$ cat config.mk
export PLATFORM = sky130hd
export DESIGN_NAME = alu_arbiter
export DESIGN_NICKNAME = d
export VERILOG_FILES = /design/src/rtl/alu_arbiter.sv
export SDC_FILE = /design/constraint.sdc
export NUM_CORES = 1
export LEC_CHECK = 0
export ABC_AREA = 0
export ABC_CLOCK_PERIOD_IN_PS = 1700
export BUFFER_PORTS_ARGS = -buffer_cell sky130_fd_sc_hd__buf_2
export CAP_MARGIN = 15
export CORE_MARGIN = 8
export CORE_UTILIZATION = 35
export CTS_BUF_LIST = sky130_fd_sc_hd__clkbuf_16
export CTS_CLUSTER_DIAMETER = 50
export DETAILED_ROUTE_END_ITERATION = 16
export GPL_TIMING_DRIVEN = 0
export PLACE_DENSITY = 0.74
export SYNTH_ARGS = -nofsm -noshare
export SYNTH_HDL_FRONTEND = slang
export SYNTH_SLANG_ARGS = --single-unit
$ cat constraint.sdc
create_clock -name clk -period 1.7 [get_ports clk]
set_input_delay 0.17 -clock clk [delete_from_list [all_inputs] [get_ports clk]]
set_output_delay 0.17 -clock clk [all_outputs]
set_load 0.05 [all_outputs]
$ cat src/rtl/alu_arbiter.sv
// ============================================================================
// Module   : alu_arbiter
// Purpose  : Round-robin arbiter sharing one combinational ALU between two
//            requesters. Each operation runs IDLE -> EXEC -> RESP.
// Revision : 1.0  initial release
// ============================================================================
`default_nettype none

module alu_arbiter #(
    parameter int DW  = 8,
    parameter int OPW = 4,
    parameter int CCW = 2
) (
    input  logic           clk,
    input  logic           rst,

    input  logic           req0_valid,
    output logic           req0_ready,
    input  logic [DW-1:0]  req0_a,
    input  logic [DW-1:0]  req0_b,
    input  logic [OPW-1:0] req0_op,

    input  logic           req1_valid,
    output logic           req1_ready,
    input  logic [DW-1:0]  req1_a,
    input  logic [DW-1:0]  req1_b,
    input  logic [OPW-1:0] req1_op,

    output logic [DW-1:0]  alu_a,
    output logic [DW-1:0]  alu_b,
    output logic [OPW-1:0] alu_op,
    input  logic [DW-1:0]  alu_e,
    input  logic [CCW-1:0] alu_cc,

    output logic           rsp_valid,
    output logic           rsp_id,
    output logic [DW-1:0]  rsp_e,
    output logic [CCW-1:0] rsp_cc,
    input  logic           rsp_ready,

    output logic [7:0]     done_cnt
);

    localparam logic [1:0] S_IDLE = 2'd0;
    localparam logic [1:0] S_EXEC = 2'd1;
    localparam logic [1:0] S_RESP = 2'd2;

    logic [1:0]     r_state;
    logic           r_rr_ptr;
    logic [DW-1:0]  r_alu_a;
    logic [DW-1:0]  r_alu_b;
    logic [OPW-1:0] r_alu_op;
    logic           r_rsp_id;
    logic [DW-1:0]  r_rsp_e;
    logic [CCW-1:0] r_rsp_cc;
    logic [7:0]     r_done_cnt;

    logic           w_in_idle;
    logic           w_gnt_id;
    logic           w_ready0;
    logic           w_ready1;
    logic           w_accept;

    assign w_in_idle = (r_state == S_IDLE);

    // Contention resolves to the round-robin pointer; otherwise the lone requester wins.
    assign w_gnt_id  = (req0_valid && req1_valid) ? r_rr_ptr : req1_valid;

    assign w_ready0  = !rst && w_in_idle && req0_valid && !w_gnt_id;
    assign w_ready1  = !rst && w_in_idle && req1_valid &&  w_gnt_id;
    assign w_accept  = w_ready0 || w_ready1;

    always_ff @(posedge clk) begin
        if (rst) begin
            r_state    <= S_IDLE;
            r_rr_ptr   <= 1'b0;
            r_alu_a    <= '0;
            r_alu_b    <= '0;
            r_alu_op   <= '0;
            r_rsp_id   <= 1'b0;
            r_rsp_e    <= '0;
            r_rsp_cc   <= '0;
            r_done_cnt <= 8'd0;
        end else begin
            case (r_state)
                S_IDLE: begin
                    if (w_accept) begin
                        r_alu_a  <= w_gnt_id ? req1_a  : req0_a;
                        r_alu_b  <= w_gnt_id ? req1_b  : req0_b;
                        r_alu_op <= w_gnt_id ? req1_op : req0_op;
                        r_rsp_id <= w_gnt_id;
                        r_state  <= S_EXEC;
                    end
                end
                S_EXEC: begin
                    r_rsp_e  <= alu_e;
                    r_rsp_cc <= alu_cc;
                    r_state  <= S_RESP;
                end
                S_RESP: begin
                    if (rsp_ready) begin
                        r_done_cnt <= r_done_cnt + 8'd1;
                        r_rr_ptr   <= ~r_rsp_id;
                        r_state    <= S_IDLE;
                    end
                end
                default: begin
                    r_state <= S_IDLE;
                end
            endcase
        end
    end

    assign req0_ready = w_ready0;
    assign req1_ready = w_ready1;
    assign alu_a      = r_alu_a;
    assign alu_b      = r_alu_b;
    assign alu_op     = r_alu_op;
    assign rsp_valid  = (r_state == S_RESP);
    assign rsp_id     = r_rsp_id;
    assign rsp_e      = r_rsp_e;
    assign rsp_cc     = r_rsp_cc;
    assign done_cnt   = r_done_cnt;

endmodule

`default_nettype wire

==> results of run 1 <==
[registers in the layout, indices dropped and copies added (netlist names)]
| signal | flops |
|---|---|
| rsp_e | 8 |
| alu_a | 8 |
| r_rr_ptr | 1 |
| done_cnt | 8 |
| alu_b | 8 |
| rsp_cc | 2 |
| r_state | 2 |
| alu_op | 4 |
| rsp_id | 1 |
[tightest hold or removal path: stages]
cell,delay [ns]
buf_2,0.10
nand2_1,0.05
a21oi_1,0.05
[Yosys cell counts (3+ instances only)]
cell type	count
o21ai_0	23
or4_1	3
nand2_1	23
nor2_1	3
buf_2	4
clkbuf_1	16
or3_1	3
a21oi_1	38
nor2b_1	4
nand3b_1	20
nand2b_1	3
dfxtp_1	42
a311oi_1	20
[per-stage QoR]
step / util / instance area, µm² / hold WS [ns] / std cells
2_1_floorplan: - / 1891 / 0.3060 / 221
3_3_place_gp: 0.4744 / 2454 / 0.4143 / 386
3_5_place_dp: 0.4744 / 2454 / 0.4181 / 386
4_1_cts: 0.5104 / 2640 / 0.1228 / 395
5_1_grt: 0.5106 / 2641 / 0.1379 / 395
6_report: 0.5106 / 2641 / 0.1287 / 395
[worst max-delay path by stage]
stage / start / end
finish: r_state[0]$_SDFFE_PP0P_ / req0_ready
global placement: r_state[1]$_SDFFE_PP0P_ / req0_ready
detailed placement: r_state[1]$_SDFFE_PP0P_ / req0_ready
CTS: r_rr_ptr$_SDFFE_PP0P_ / req0_ready
global route: r_state[0]$_SDFFE_PP0P_ / req0_ready
floorplan: done_cnt[0]$_SDFFE_PP0P_ / done_cnt[4]$_SDFFE_PP0P_
[where the power goes]
group          internal (W)  total, W  switching (W)  leakage (nW)
clock              0.000687   0.00106       0.000376        0.0836
sequential          0.00105   0.00110      0.0000417         0.344
combinational      0.000202  0.000662       0.000459         0.713
[routing by layer]
layer,up-vias,part of all wire,GRT usage
li1,1021,-,-
met1,936,0.42,0.1774
met2,69,0.49,0.2579
met3,10,0.076,0.03309
met4,0,0.012,0.04683
met5,-,0,0
[area by class of cell]
cell class,count,area [µm²],area share
multi-input combinational,157,968.4,0.3667
tap,70,87.58,0.03316
timing repair buffer,96,488.0,0.1847
clock inverter,3,40.04,0.01516
inverter,1,3.754,0.001421
sequential,42,840.8,0.3183
buffer,21,87.58,0.03316
clock buffer,5,125.1,0.04737
[logic make-up after synthesis]
group | synth area share
DFF | 0.4453
adders and majority gates | 0.006626
xor gates and xnor gates | 0.009279
muxes | 0.005302
buffers and inverters | 0.04639
and+or+nand+nor | 0.2193
AOI/OAI and AO/OA | 0.2677
[placed cells by master (no fill, tap or decap), drive strengths merged]
cell type	count
or2	2
or4	3
clkbuf	21
o21ai	23
nand3	1
o31ai	2
nor2b	4
buf	101
and2	1
a21bo	1
nand4	2
and3	1
inv	1
nor3	1
a311oi	20
bufinv	1
a21oi	38
mux2i	1
nand2	23
or3	3
nand2b	3
nand3b	21
nor2	3
nand4b	1
xor2	2
dfxtp	42
clkinv	2
ha	1
[what timing repair did]
action                     in CTS  in global routing
resized for setup               4                  2
pin swaps                       1                  0
buffers inserted                1                  0
setup endpoints to repair       2                  1
==> impl_metrics.ini, run 1 <==
[synth]
synth_flop_cell = dfxtp_1
synthCells = 221
syn-mean-instance-area_um2 = 8.543
synth-edff-count = 0
async_reset_ff_frac = 0
synth.ff_latch_count = 42
ys_top_cells_by_area = dfxtp_1, a21oi_1, a311oi_1
synth_area_um2 = 1888
synth_area_leader_cell = dfxtp_1
ys_warn_count = 0
synth_cell_types = 28
yosys.area.top_type_share = 0.4453
ys_seq_area_frac = 0.4453
synthesis.nets = 277

[min_path]
worstHoldPathCells = 3
min-delay-start = alu_cc[0]
worstHoldPathType = in -> reg
hold_end = rsp_cc[0]$_SDFFE_PP0N_

[worst_setup_path]
reg2reg_slack_ns = 0.20
critical_path_class = reg -> out
slowest_delay_ns = 0.39
r2r-start = r_state[0]$_SDFFE_PP0P_
path_buf_inv = 2
end_kind = output port
cp_data_required_time_ns = 1.53
critPathMaxFanout = 10
path_cells = nor3_4 > buf_4 > and3_1 > buf_4
startpoint_type = flip-flop
worst_path_max_delay_cell = dfxtp_1
reg2regPathDepth = 5
cp.depth = 4
arrival_ns = 1.44
r2r-end = alu_b[0]$_SDFFE_PP0P_
cpLargestDelayFamily = flip-flops
cp_common_cell = buf_4

[floorplanning]
die-area_um2 = 8000
ios = 97
coreArea_um2 = 5172
die_y_um = 89.45
fp.dieW_um = 89.45
num_rows = 26
initial_core_util = 0.3650

[global_routing]
grt_pass1_wl_um = 9390
grt_pass1_vias = 2058
grt_max_degree = 14
antenna_found_initial = 0
grt_usage = 0.1490
overflow = 0

[timing]
clock.fmax_mhz = 619.5
hold_viol = 0
setup_viol = 0
rsz0062_at_grt = false
period_share = 0.9495
setup_slack_ns = 0.08580
fin_tns_setup_ns = 0
fin_skew_ns = 0.004355
period_minus_slack_ns = 1.614
drv_slew = 0
max_slew_margin = 0.6621
tightest_slew_ns = 0.5069

[outcome]
status = complete, no violations

[cts]
cts_tree = done
cts-htree-levels = 2
cts_buffers = 5
clkSinkCount = 42
clock_path_buffers = 2
cts_root_buffer = clkbuf_16
cts_hold_buffers = 0
clkLatencyLatePin_ns = 0.28
clk_pin_slew_ns = 0.06

[routing]
drt-pass1-iter-count = 4
drt-initial-drc-count = 72
vias = 2036
wire_per_inst_um = 15.32
ant_nets = 0
avgViaCountPerCell = 5.154
drt-total-wl_um = 6050
drc_errors = 0

[power_and_ir_drop]
ir_worst_vdd_uv = 549.2
power_leakage_nw = 1.140
finalPower_w = 0.002821
powerDensity_nw_per_um2 = 1068

[cells_and_area]
area_growth_pct = 39.89
drive_above_1_share = 0.3477
nFillCells = 504
layout.nets = 380
antennaDiodeCount = 0

[placement]
dp_slack_ns = 0.07852
place_hpwl_um = 4592
finalWeightedCongestion = 0.7190
io_buffers = 95

[flow_run]
cap_violations = 0
Power figures use the tool's default switching activity.
==> inputs of run 2 (changes only) <==
- PLACE_DENSITY: 0.74 -> unset
- REMOVE_ABC_BUFFERS: unset -> 1
==> run 2 against run 1 <==
Net effect:
- core utilization fell by 1.1 points
- flip-flop and latch count did not move
- register-to-register slack got worse by 0.02 ns
- clock-buffer cell count did not move
- clock skew fell by 0.00098 ns
- routed wire length fell by 3.3%
- via count fell by 4.1%
- critical path depth rose by 1
- maximum frequency barely moved
- combinational power fell by 2%
- largest power group unchanged
==> impl_metrics.ini, run 2 (same netlist as run 1, synthesis figures left out) <==
[cts]
clock_path_buffers = 2
cts-htree-levels = 2
cts_hold_buffers = 0
clkLatencyLatePin_ns = 0.28
cts_tree = done
clk_pin_slew_ns = 0.06
cts_root_buffer = clkbuf_16
cts_buffers = 5
clkSinkCount = 42

[cells_and_area]
utilization = 0.4995
area_growth_pct = 36.85
mostFrequentLayoutCell = buf_2
drive_above_1_share = 0.3657
layout_common_cells = buf_2, dfxtp_1, a21oi_1, o21ai_0, nand2_1
layout.nets = 364
nFillCells = 516
antennaDiodeCount = 0
final_area_um2 = 2584

[routing]
wire_per_inst_um = 15.43
avgViaCountPerCell = 5.153
vias = 1953
drt-total-wl_um = 5848
drt-pass1-iter-count = 4
ant_nets = 0
drt-initial-drc-count = 77
drc_errors = 0

[timing]
fin_skew_ns = 0.003378
max_slew_margin = 0.4169
tightest_slew_ns = 0.8746
period_share = 0.9492
drv_slew = 0
setup_viol = 0
clock.fmax_mhz = 619.7
fin_tns_setup_ns = 0
rsz0062_at_grt = false
hold_viol = 0
hold_slack_ns = 0.1239
period_minus_slack_ns = 1.614

[power_and_ir_drop]
p_clk_frac = 0.336
finalPower_w = 0.002636
power_frac_seq = 0.418
cell_internal_pwr_w = 0.001785
switching_share = 0.3227
powerDensity_nw_per_um2 = 1020
p_switching_w = 0.0008507
power_leakage_nw = 1.118
ir_worst_vdd_uv = 411.4
combPwrFrac = 0.246

[worst_setup_path]
cp_data_required_time_ns = 1.53
reg2reg_slack_ns = 0.18
path_cells = nor2b_4 > buf_8 > nand2b_1 > and3_1 > buf_2
arrival_ns = 1.44
critical_path_class = reg -> out
r2r-start = r_state[1]$_SDFFE_PP0P_
startpoint_type = flip-flop
reg2regPathDepth = 3
critPathMaxFanout = 25
slowest_delay_ns = 0.33
r2r-end = done_cnt[5]$_SDFFE_PP0P_
worst_path_max_delay_cell = dfxtp_1
startpoint = r_rr_ptr$_SDFFE_PP0P_
end_kind = output port

[outcome]
status = complete, no violations

[placement]
io_buffers = 96
dpl_cell_area_um2 = 2396
finalWeightedCongestion = 0.7029
place_hpwl_um = 3931

[min_path]
worstHoldPathCells = 3
min-delay-start = alu_e[2]
worstHoldPathType = in -> reg
hold_end = rsp_e[2]$_SDFFE_PP0N_

[floorplanning]
ios = 97
initial_core_util = 0.3650
coreArea_um2 = 5172
die_y_um = 89.45
fp.dieW_um = 89.45
num_rows = 26
die-area_um2 = 8000

[global_routing]
grt_pass1_wl_um = 9225
antenna_found_initial = 0
grt_max_degree = 44
grt_pass1_vias = 1958
grt_usage = 0.1473
overflow = 0

[flow_run]
cap_violations = 0
## run 2: routing by layer
| layer | share of wire | vias to the layer above | wire length (µm) | track usage |
|---|---|---|---|---|
| li1 | - | 990 | - | - |
| met1 | 0.45 | 879 | 2611 | 0.1713 |
| met2 | 0.42 | 78 | 2482 | 0.2316 |
| met3 | 0.12 | 6 | 691 | 0.07261 |
| met4 | 0.011 | 0 | 62 | 0.04532 |
| met5 | 0 | - | 0 | 0 |
## run 2: worst max-delay path, delay by kind of cell, from the launching register on
family                 cells  cell delay [ns]
buffers and inverters      2             0.41
flip-flops                 1             0.33
AND/OR/NAND/NOR            3             0.42
## run 2: worst max-delay path by stage
stage,endpoint,depth (start not counted)
finish,req0_ready,5
global route,req0_ready,3
CTS,alu_b[2]$_SDFFE_PP0P_,3
detailed placement,alu_b[7]$_SDFFE_PP0P_,4
global placement,alu_a[2]$_SDFFE_PP0P_,4
floorplan,req1_ready,2
## run 2: metrics by stage
step                      cells  setup slack, ns
after CTS                   379         0.006833
after global routing        379         0.003260
after global placement      366           -1.275
final                       379          0.08628
after detailed placement    367          -0.8845
after floorplan             200          -0.3966
## run 2: final cells by class
| type | count | area [µm²] | share of cell area |
|---|---|---|---|
| tap | 70 | 87.58 | 0.03390 |
| clock inverter | 3 | 12.51 | 0.004843 |
| multi-input combinational | 158 | 993.5 | 0.3845 |
| sequential | 42 | 840.8 | 0.3254 |
| clock buffer | 5 | 125.1 | 0.04843 |
| inverter | 1 | 3.754 | 0.001453 |
| timing repair buffer | 100 | 520.5 | 0.2015 |
## run 2: power by group through the flow
stage / Combinational [W] / Sequential [W] / Clock [W]
finish: 0.000648 / 0.00110 / 0.000886
global route: 0.000702 / 0.00111 / 0.000962
CTS: 0.000655 / 0.00110 / 0.000918
detailed placement: 0.000638 / 0.00112 / 0
global placement: 0.000630 / 0.00111 / 0
floorplan: 0.000198 / 0.00134 / 0
## run 2: repair_timing
item                       4_1_cts  5_1_grt
setup endpoints to repair       23       22
gates resized for setup          3        3
setup buffers                    3        0
pin swaps                        1        1
gates cloned                     1        0
==> inputs of run 3 (changes only) <==
- ABC_CLOCK_PERIOD_IN_PS: 1700 -> 1350
- CORE_UTILIZATION: 35 -> 40
- PLACE_DENSITY: unset -> 0.75
- clock period: 1.7 -> 1.35 ns (I/O delays scaled with it)
==> run 3 against run 2 <==
Net effect:
- clock-buffer cell count is the same
- critical path type unchanged
- the run now ends with negative setup slack left
- via count grew 3.4%
- clock skew grew 0.0030 ns
- first-iteration DRC count grew 12%
- core utilization grew 8.8 points
- register-to-register slack lost 0.17 ns
- largest power group unchanged
- die area shrank 10%
- clock power grew 26%
==> impl_metrics.ini, run 3 (same netlist as run 1, synthesis figures left out) <==
[power_and_ir_drop]
combPwrFrac = 0.262
powerDensity_nw_per_um2 = 1246
ir_worst_vdd_uv = 614.2
finalPower_w = 0.003389
cell_internal_pwr_w = 0.002299
power_frac_seq = 0.408
switching_share = 0.3216
power_leakage_nw = 1.183
p_switching_w = 0.001090
p_clk_frac = 0.330

[worst_setup_path]
startpoint_type = flip-flop
path_cells = nor3_4 > nor2b_2 > buf_6
end_kind = output port
critical_path_class = reg -> out
cp_data_required_time_ns = 1.22
arrival_ns = 1.27
worst_path_max_delay_cell = dfxtp_4
critPathMaxFanout = 7
slowest_delay_ns = 0.37

[timing]
setup_slack_ns = -0.05719
setup_viol = 2
rsz0062_at_grt = true
fin_tns_setup_ns = -0.1104
tightest_slew_ns = 0.6776
hold_viol = 0
drv_slew = 0
max_slew_margin = 0.5473
fin_skew_ns = 0.006377
period_minus_slack_ns = 1.407
period_share = 1.042
clock.fmax_mhz = 710.6

[cts]
clk_pin_slew_ns = 0.06
cts_root_buffer = clkbuf_16
cts_tree = done
clkLatencyLatePin_ns = 0.28
cts_hold_buffers = 0
cts_buffers = 5
clock_path_buffers = 2
clkSinkCount = 42
cts-htree-levels = 2

[routing]
drt-total-wl_um = 5974
vias = 2020
ant_nets = 0
drc_errors = 0
wire_per_inst_um = 15.97
avgViaCountPerCell = 5.401
drt-initial-drc-count = 86
drt-pass1-iter-count = 4

[floorplanning]
coreArea_um2 = 4629
die-area_um2 = 7175
fp.dieW_um = 84.71
initial_core_util = 0.4078
num_rows = 25
die_y_um = 84.71
ios = 97

[global_routing]
overflow = 0
grt_max_degree = 44
grt_pass1_vias = 2152
antenna_found_initial = 0
grt_usage = 0.1697
grt_pass1_wl_um = 10050

[placement]
dpl_cell_area_um2 = 2389
place_hpwl_um = 3711
placed_cells = 351
finalWeightedCongestion = 0.7591
io_buffers = 96

[cells_and_area]
layout.nets = 376
area_growth_pct = 44.00
layout_common_cells = buf_2, a21oi_1, dfxtp_1, o21ai_0, nand2_1
antennaDiodeCount = 0
utilization = 0.5873
drive_above_1_share = 0.4219
nFillCells = 430
multi_input_area_um2 = 1011
final_area_um2 = 2719
mostFrequentLayoutCell = buf_2
seq_area_um2 = 853.3
final-instance-count-excl-fill = 374

[flow_run]
cap_violations = 0

[min_path]
worstHoldPathType = in -> reg

[outcome]
violations = negative setup slack
status = finished with violations
[run 3: metal layers]
layer / vias up / global-route usage / wire length (µm)
met4: 0 / 0.05178 / 60
met1: 905 / 0.1875 / 2646
met2: 91 / 0.2842 / 2614
met5: - / 0 / 0
met3: 7 / 0.07610 / 653
li1: 1017 / - / -
[run 3: power by group through the flow]
stage	logic, W	clock network (W)	registers, W
2_1_floorplan	0.000250	0	0.00169
3_3_place_gp	0.000788	0	0.00140
3_5_place_dp	0.000806	0	0.00141
4_1_cts	0.000887	0.00115	0.00138
5_1_grt	0.000964	0.00120	0.00140
6_report	0.000889	0.00112	0.00138
[run 3: area by class of cell]
cell class | count | share of cell area
Clock buffer | 5 | 0.04602
Multi-Input combinational cell | 159 | 0.3718
Tap cell | 54 | 0.02485
Inverter | 1 | 0.002761
Timing Repair inverter | 1 | 0.002761
Clock inverter | 2 | 0.003682
Sequential cell | 42 | 0.3139
Timing Repair Buffer | 110 | 0.2342
[run 3: repair_timing]
| action | 4_1_cts | 5_1_grt |
|---|---|---|
| gates cloned | 3 | 0 |
| gates resized for setup | 18 | 11 |
| setup buffers | 13 | 0 |
| pin swaps | 6 | 12 |
| hold endpoints to repair | 0 | 0 |
| endpoints found under the setup margin | 39 | 35 |
[run 3: worst paths after layout]
path                                start  depth (start not counted)                      to  slack, ns
setup / recovery  r_state[0]$_SDFFE_PP0P_                          3              req1_ready      -0.06
hold / removal                   alu_e[4]                          3   rsp_e[4]$_SDFFE_PP0N_       0.09
setup reg to reg  r_state[0]$_SDFFE_PP0P_                          5   alu_b[5]$_SDFFE_PP0P_       0.01
hold reg to reg    rsp_cc[1]$_SDFFE_PP0N_                          2  rsp_cc[1]$_SDFFE_PP0N_       0.45
[run 3: worst max-delay path: cells and delay by family, from the launching register on]
kind | cells | cell delay [ns]
buffers and inverters | 1 | 0.16
flip-flops | 1 | 0.37
AND/OR/NAND/NOR | 2 | 0.46
[run 3: through the flow]
stage               hold slack (ns)  setup slack [ns]
floorplan                    0.2041           -0.7116
global placement             0.3785            -1.564
detailed placement           0.3828            -1.224
CTS                         0.08791          -0.06330
global route                0.09924           -0.1051
finish                      0.09335          -0.05719
